## config.mk

```make
export PLATFORM = sky130hd
export DESIGN_NAME = phase_sweep_ctrl
export DESIGN_NICKNAME = d
export VERILOG_FILES = /design/src/rtl/uc_sweep_pkg.sv /design/src/rtl/sweep_accum.sv /design/src/rtl/phase_sweep_ctrl.sv
export SDC_FILE = /design/constraint.sdc
export NUM_CORES = 1
export LEC_CHECK = 0
export CELL_PAD_IN_SITES_DETAIL_PLACEMENT = 0
export CELL_PAD_IN_SITES_GLOBAL_PLACEMENT = 1
export CORE_MARGIN = 2
export CORE_UTILIZATION = 46
export CTS_CLUSTER_SIZE = 8
export DETAILED_ROUTE_END_ITERATION = 16
export PLACE_DENSITY_LB_ADDON = 0.25
export SLEW_MARGIN = 20
export SYNTH_ARGS = -nofsm -noshare
export SYNTH_HDL_FRONTEND = slang
export SYNTH_SLANG_ARGS = --single-unit
```

## constraint.sdc

```tcl
create_clock -name sys_clk -period 6.4 [get_ports sys_clk]
set_input_delay 0.96 -clock sys_clk [delete_from_list [all_inputs] [get_ports sys_clk]]
set_output_delay 0.96 -clock sys_clk [all_outputs]
set_load 0.01 [all_outputs]
```

## src/rtl/uc_sweep_pkg.sv

```systemverilog
// Shared types and widths for the phase sweep sequencer.
package uc_sweep_pkg;

  localparam int unsigned DEF_PW       = 19;
  localparam int unsigned DEF_DW       = 16;
  localparam int unsigned DEF_NW       = 12;
  localparam int unsigned MAX_AVG_LOG2 = 15;

  typedef enum logic [1:0] {
    IDLE,
    SETTLE,
    ACCUM,
    EMIT
  } sweep_state_e;

  function automatic logic [3:0] clamp_avg(input logic [3:0] v);
    return (int'(v) > int'(MAX_AVG_LOG2)) ? 4'(MAX_AVG_LOG2) : v;
  endfunction

endpackage

```

## src/rtl/sweep_accum.sv

```systemverilog
// I/Q accumulator with synchronous clear and arithmetic-shift averaging.
module sweep_accum
  import uc_sweep_pkg::*;
#(
  parameter int unsigned DW    = DEF_DW,
  parameter int unsigned ACC_W = 32
) (
  input  logic          clk_i,
  input  logic          rst_i,
  input  logic          clr_i,
  input  logic          en_i,
  input  logic [DW-1:0] x_i,
  input  logic [DW-1:0] y_i,
  input  logic [3:0]    shift_i,
  output logic [DW-1:0] mean_x_o,
  output logic [DW-1:0] mean_y_o
);

  logic signed [ACC_W-1:0] acc_x_q, acc_x_d;
  logic signed [ACC_W-1:0] acc_y_q, acc_y_d;

  always_comb begin
    acc_x_d = acc_x_q;
    acc_y_d = acc_y_q;
    if (clr_i) begin
      acc_x_d = '0;
      acc_y_d = '0;
    end else if (en_i) begin
      acc_x_d = acc_x_q + ACC_W'($signed(x_i));
      acc_y_d = acc_y_q + ACC_W'($signed(y_i));
    end
  end

  always_ff @(posedge clk_i) begin
    if (rst_i) begin
      acc_x_q <= '0;
      acc_y_q <= '0;
    end else begin
      acc_x_q <= acc_x_d;
      acc_y_q <= acc_y_d;
    end
  end

  // Mean is taken from the next-state sum so the final strobe is included.
  assign mean_x_o = DW'(acc_x_d >>> shift_i);
  assign mean_y_o = DW'(acc_y_d >>> shift_i);

endmodule

```

## src/rtl/phase_sweep_ctrl.sv

```systemverilog
// LO phase-increment sweep sequencer: retune, settle, average I/Q, emit result.
// Optional ce_down starvation timeout enabled by defining SWEEP_TIMEOUT_EN.
module phase_sweep_ctrl
  import uc_sweep_pkg::*;
#(
  parameter int unsigned PW    = DEF_PW,
  parameter int unsigned DW    = DEF_DW,
  parameter int unsigned NW    = DEF_NW,
  parameter int unsigned SW    = 16,
  parameter int unsigned ACC_W = 32
`ifdef SWEEP_TIMEOUT_EN
  ,
  parameter int unsigned TIMEOUT_CYC = 4096
`endif
) (
  input  logic          sys_clk,
  input  logic          rst_n,
  input  logic          start,
  input  logic          abort,
  input  logic [PW-1:0] cfg_start_inc,
  input  logic [PW-1:0] cfg_step_inc,
  input  logic [NW-1:0] cfg_num_steps,
  input  logic [SW-1:0] cfg_settle,
  input  logic [3:0]    cfg_avg_log2,
  input  logic          ce_down,
  input  logic [DW-1:0] ds_x,
  input  logic [DW-1:0] ds_y,
  output logic [PW-1:0] phase_inc,
  output logic          busy,
  output logic          done,
  output logic          err,
  output logic          res_valid,
  input  logic          res_ready,
  output logic [NW-1:0] res_idx,
  output logic [PW-1:0] res_inc,
  output logic [DW-1:0] res_i,
  output logic [DW-1:0] res_q
);

  localparam int unsigned CW = (SW > 16) ? SW : 16;

  sweep_state_e  state_q;
  logic [PW-1:0] phase_inc_q, step_q, res_inc_q;
  logic [NW-1:0] idx_q, num_q, res_idx_q;
  logic [SW-1:0] settle_q;
  logic [3:0]    avg_q;
  logic [CW-1:0] cnt_q;
  logic          busy_q, done_q, res_valid_q;
  logic [DW-1:0] res_i_q, res_q_q, mean_i, mean_q;
  logic          acc_en, acc_clr, last_strobe, last_step, timeout;

  assign acc_en      = (state_q == ACCUM) && ce_down;
  assign acc_clr     = (state_q == IDLE) || ((state_q == EMIT) && res_ready);
  assign last_strobe = (cnt_q + CW'(1)) == (CW'(1) << avg_q);
  assign last_step   = (idx_q + NW'(1)) == num_q;

  sweep_accum #(.DW(DW), .ACC_W(ACC_W)) u_accum (
    .clk_i    (sys_clk),
    .rst_i    (rst_n),
    .clr_i    (acc_clr),
    .en_i     (acc_en),
    .x_i      (ds_x),
    .y_i      (ds_y),
    .shift_i  (avg_q),
    .mean_x_o (mean_i),
    .mean_y_o (mean_q)
  );

`ifdef SWEEP_TIMEOUT_EN
  localparam int unsigned TW = $clog2(TIMEOUT_CYC) + 1;
  logic [TW-1:0] tcnt_q;
  logic          err_q;

  assign timeout = ((state_q == SETTLE) || (state_q == ACCUM)) && !ce_down &&
                   (tcnt_q == TW'(TIMEOUT_CYC - 1));

  always_ff @(posedge sys_clk) begin
    if (rst_n) begin
      tcnt_q <= '0;
      err_q  <= 1'b0;
    end else begin
      if (((state_q == SETTLE) || (state_q == ACCUM)) && !ce_down) tcnt_q <= tcnt_q + TW'(1);
      else tcnt_q <= '0;
      if (state_q == IDLE && start && !abort) err_q <= 1'b0;
      else if (timeout) err_q <= 1'b1;
    end
  end

  assign err = err_q;
`else
  assign timeout = 1'b0;
  assign err     = 1'b0;
`endif

  always_ff @(posedge sys_clk) begin
    if (rst_n) begin
      state_q     <= IDLE;
      phase_inc_q <= '0;
      step_q      <= '0;
      num_q       <= '0;
      settle_q    <= '0;
      avg_q       <= '0;
      idx_q       <= '0;
      cnt_q       <= '0;
      busy_q      <= 1'b0;
      done_q      <= 1'b0;
      res_valid_q <= 1'b0;
      res_idx_q   <= '0;
      res_inc_q   <= '0;
      res_i_q     <= '0;
      res_q_q     <= '0;
    end else begin
      done_q <= 1'b0;
      unique case (state_q)
        IDLE: begin
          if (start && !abort) begin
            step_q   <= cfg_step_inc;
            num_q    <= cfg_num_steps;
            settle_q <= cfg_settle;
            avg_q    <= clamp_avg(cfg_avg_log2);
            if (cfg_num_steps == '0) begin
              done_q <= 1'b1;
            end else begin
              state_q     <= SETTLE;
              phase_inc_q <= cfg_start_inc;
              busy_q      <= 1'b1;
              idx_q       <= '0;
              cnt_q       <= '0;
            end
          end
        end
        SETTLE: begin
          if (settle_q == '0) begin
            state_q <= ACCUM;
            cnt_q   <= '0;
          end else if (ce_down) begin
            if ((cnt_q + CW'(1)) == CW'(settle_q)) begin
              state_q <= ACCUM;
              cnt_q   <= '0;
            end else begin
              cnt_q <= cnt_q + CW'(1);
            end
          end
        end
        ACCUM: begin
          if (acc_en) begin
            if (last_strobe) begin
              state_q     <= EMIT;
              cnt_q       <= '0;
              res_valid_q <= 1'b1;
              res_idx_q   <= idx_q;
              res_inc_q   <= phase_inc_q;
              res_i_q     <= mean_i;
              res_q_q     <= mean_q;
            end else begin
              cnt_q <= cnt_q + CW'(1);
            end
          end
        end
        EMIT: begin
          if (res_ready) begin
            res_valid_q <= 1'b0;
            if (last_step) begin
              state_q <= IDLE;
              busy_q  <= 1'b0;
              done_q  <= 1'b1;
            end else begin
              state_q     <= SETTLE;
              phase_inc_q <= phase_inc_q + step_q;
              idx_q       <= idx_q + NW'(1);
            end
          end
        end
        default: state_q <= IDLE;
      endcase
      // Abort and timeout override any transition above, including a handshake.
      if ((state_q != IDLE) && (abort || timeout)) begin
        state_q     <= IDLE;
        busy_q      <= 1'b0;
        res_valid_q <= 1'b0;
        done_q      <= 1'b1;
        cnt_q       <= '0;
      end
    end
  end

  assign phase_inc = phase_inc_q;
  assign busy      = busy_q;
  assign done      = done_q;
  assign res_valid = res_valid_q;
  assign res_idx   = res_idx_q;
  assign res_inc   = res_inc_q;
  assign res_i     = res_i_q;
  assign res_q     = res_q_q;

endmodule

```

==> impl_metrics.toml <==
[synthesis]
syn_area_mm2 = 0.0166
syn_nets = 2326
ys_top_cells_by_area = "dfxtp_1, ha_1, mux2i_1, nand2_1, nor2_1"
yosys.area.top_type = "dfxtp_1"
synth-edff-count = 0
synthCells = 2131
postSynthRegisterBits = 228
async_flop_share_pct = 0
yosysSeqAreaShare_pct = 27.5
yosys_warnings = 0
synth_cell_type_count = 91
synth_top_area_share_pct = 27.5
avgSynthCellArea_um2 = 7.78
synthFlopType = "dfxtp_1"

[cells_and_area]
nets = 2446
fin_cells = 2717
syn2layout_area_growth_pct = 18.8
drive_gt1_share_pct = 5.81
final_core_util_pct = 55.5

[power_and_ir_drop]
leakagePower_nw = 7.37
p_comb_share_pct = 32.9
p_switching_mw = 1.79
intPower_mw = 3.11
seq_power_share_pct = 33.6
switching_share_pct = 36.6
peakVddDrop_mv = 0.187
clkPwrFrac_pct = 33.5
finalPower_mw = 4.90
powerDensity_mw_per_mm2 = 249

[clock_network]
holdBufCountCts = 0
cts_resized = 0
clkLatencyLatePin_ns = 0.53
path_clk_slew_ns = 0.05
cts_inserted_buffers = 34
root_buffer = "clkbuf_16"
postCtsSetupRepairBufs = 0
cts_tree = "built"
cts_num_sinks = 228
cts_buffer_depth = 3
htreeDepth = 2

[sta]
clock_skew_ns = 0.0205
fin_crit_ns = 4.80
setup_violations = 0
tns_ns = 0
max_clock_freq_mhz = 209
tightest_slew_ns = 1.04
finalCritPeriodShare_pct = 74.9
slew_headroom_pct = 30.0
rsz0062_at_grt = "false"
hold_ws_ns = 0.459
drv_slew = 0
finalHoldViolCount = 0

[status]
status = "completed"

[place]
place.gp.congestion = 0.925
portBuffers = 192
dp_hpwl_um = 40400
dpl.cell_count = 2676

[die]
boundaryPins = 194
die_x_um = 194
dieArea_mm2 = 0.0376
core_area_mm2 = 0.0355
start_util_pct = 46.7
die_y_um = 194
rows = 69

[route]
drc = 0
vias = 16700
drt-total-wl_um = 55700
firstDrtPassIters = 5
via_per_inst = 6.14
drt_iter0_drc = 1181
final_antenna_net_count = 0
wl_per_cell_um = 20.5

[critical_path]
crit_arrival_ns = 5.27
crit_fanout = 38
start_kind = "flop"
r2r_slack_ns = 1.60
end_kind = "flop"
crit_required_ns = 6.87
critPathKind = "flop to flop"

[global_routing]
antenna_found_initial = 3
grt_max_degree = 93
overflow = 0
grt_pass1_vias = 15900
grt_use_total_pct = 28.8
grt_pass1_wl_um = 88100

[hold_path]
hp-class = "flop to flop"

[run]
maxCapViolCount = 0
[metal layers]
layer,track usage (%),wire (um)
met1,37.7,24500
met2,46.2,25000
met3,7.41,4500
met4,9.08,1680
met5,0,16
[logic make-up after synthesis]
| kind of cell | Yosys count | synth area share [%] |
|---|---|---|
| buffers and inverters | 183 | 4.36 |
| adder cells (fa/ha/maj) | 87 | 6.70 |
| XOR/XNOR | 99 | 5.32 |
| AO/OA/AOI/OAI | 619 | 24.9 |
| flip-flops | 228 | 27.5 |
| AND/OR/NAND/NOR | 792 | 22.5 |
| multiplexers | 122 | 8.67 |
| other | 1 | 0.0226 |
[worst max-delay path, stage by stage, from the launching register on]
cell and delay, ns:
dfxtp_1 0.50, ha_1 0.35, nand4_2 0.23, nor3_1 0.36, xnor2_1 0.36, nand3_1 0.19, or4_1 0.44, a2111o_1 0.54
nor3_4 0.61, buf_4 0.66, and3_1 0.31, a221o_1 0.17
[cell usage in the layout (no fill, tap or decap), types with 36 or more instances in the layout]
| cell | count |
|---|---|
| nor2_1 | 245 |
| a21oi_1 | 179 |
| ha_1 | 84 |
| inv_1 | 46 |
| nand3_1 | 52 |
| a31oi_1 | 36 |
| clkdlybuf4s50_1 | 191 |
| dfxtp_1 | 227 |
| mux2i_1 | 94 |
| xnor2_1 | 66 |
| a211oi_1 | 44 |
| o21ai_0 | 102 |
| nor3_1 | 49 |
| nand2_1 | 246 |
[metrics by stage]
| step | setup slack, ns | area (um2) |
|---|---|---|
| CTS | 1.59 | 19700 |
| detailed placement | 1.32 | 18800 |
| floorplan | 2.40 | 16600 |
| finish | 1.60 | 19700 |
| global route | 1.26 | 19700 |
| global placement | 1.36 | 18800 |
[flip-flops by register name (all words and copies together), names as in the netlist]
register         cells
avg_q                4
busy                 1
cnt_q               16
done                 1
idx_q               12
num_q               12
phase_inc           19
res_i               16
res_idx             12
res_inc             19
res_q               16
res_valid            1
settle_q            16
state_q              2
step_q              19
u_accum.acc_x_q     31
u_accum.acc_y_q     31
[area by class of cell]
class                   count  area (um2)
clock inverters             1        8.76
clock buffers              38         897
diodes                      2        5.00
repair buffers            219        2120
inverters                  48         180
well taps                 461         577
multi-input cells        1720       11300
flip-flops and latches    228        4570
fillers                  3399       15800
[worst paths after layout]
kind / start / to / cells after the start
worst max-delay path: cnt_q[0] / res_q[2] / 11
worst min-delay path: res_i[9] / res_i[9] / 1
worst max register to register: cnt_q[0] / res_q[2] / 11
worst min register to register: res_i[9] / res_i[9] / 1
[power groups by stage]
| stage | Combinational, mW | Clock (mW) | Sequential [mW] |
|---|---|---|---|
| 6_report | 1.61 | 1.64 | 1.65 |
| 5_1_grt | 1.76 | 1.72 | 1.66 |
| 4_1_cts | 1.60 | 1.67 | 1.65 |
| 3_5_place_dp | 1.59 | 0 | 1.67 |
| 3_3_place_gp | 1.57 | 0 | 1.67 |
| 2_1_floorplan | 1.00 | 0 | 1.66 |
[synthesized netlist by cell type, types with 27 or more instances]
master	n
ha_1	84
nor2_1	247
and2_1	27
nand2_1	248
dfxtp_1	228
mux2i_1	94
o21a_1	28
xnor2_1	66
a211oi_1	44
clkbuf_1	101
xor2_1	32
a31oi_1	36
inv_1	46
o21ai_0	102
nand3_1	52
nor3_1	49
a21oi_1	180
No activity file was read; power rests on OpenSTA's default activity.
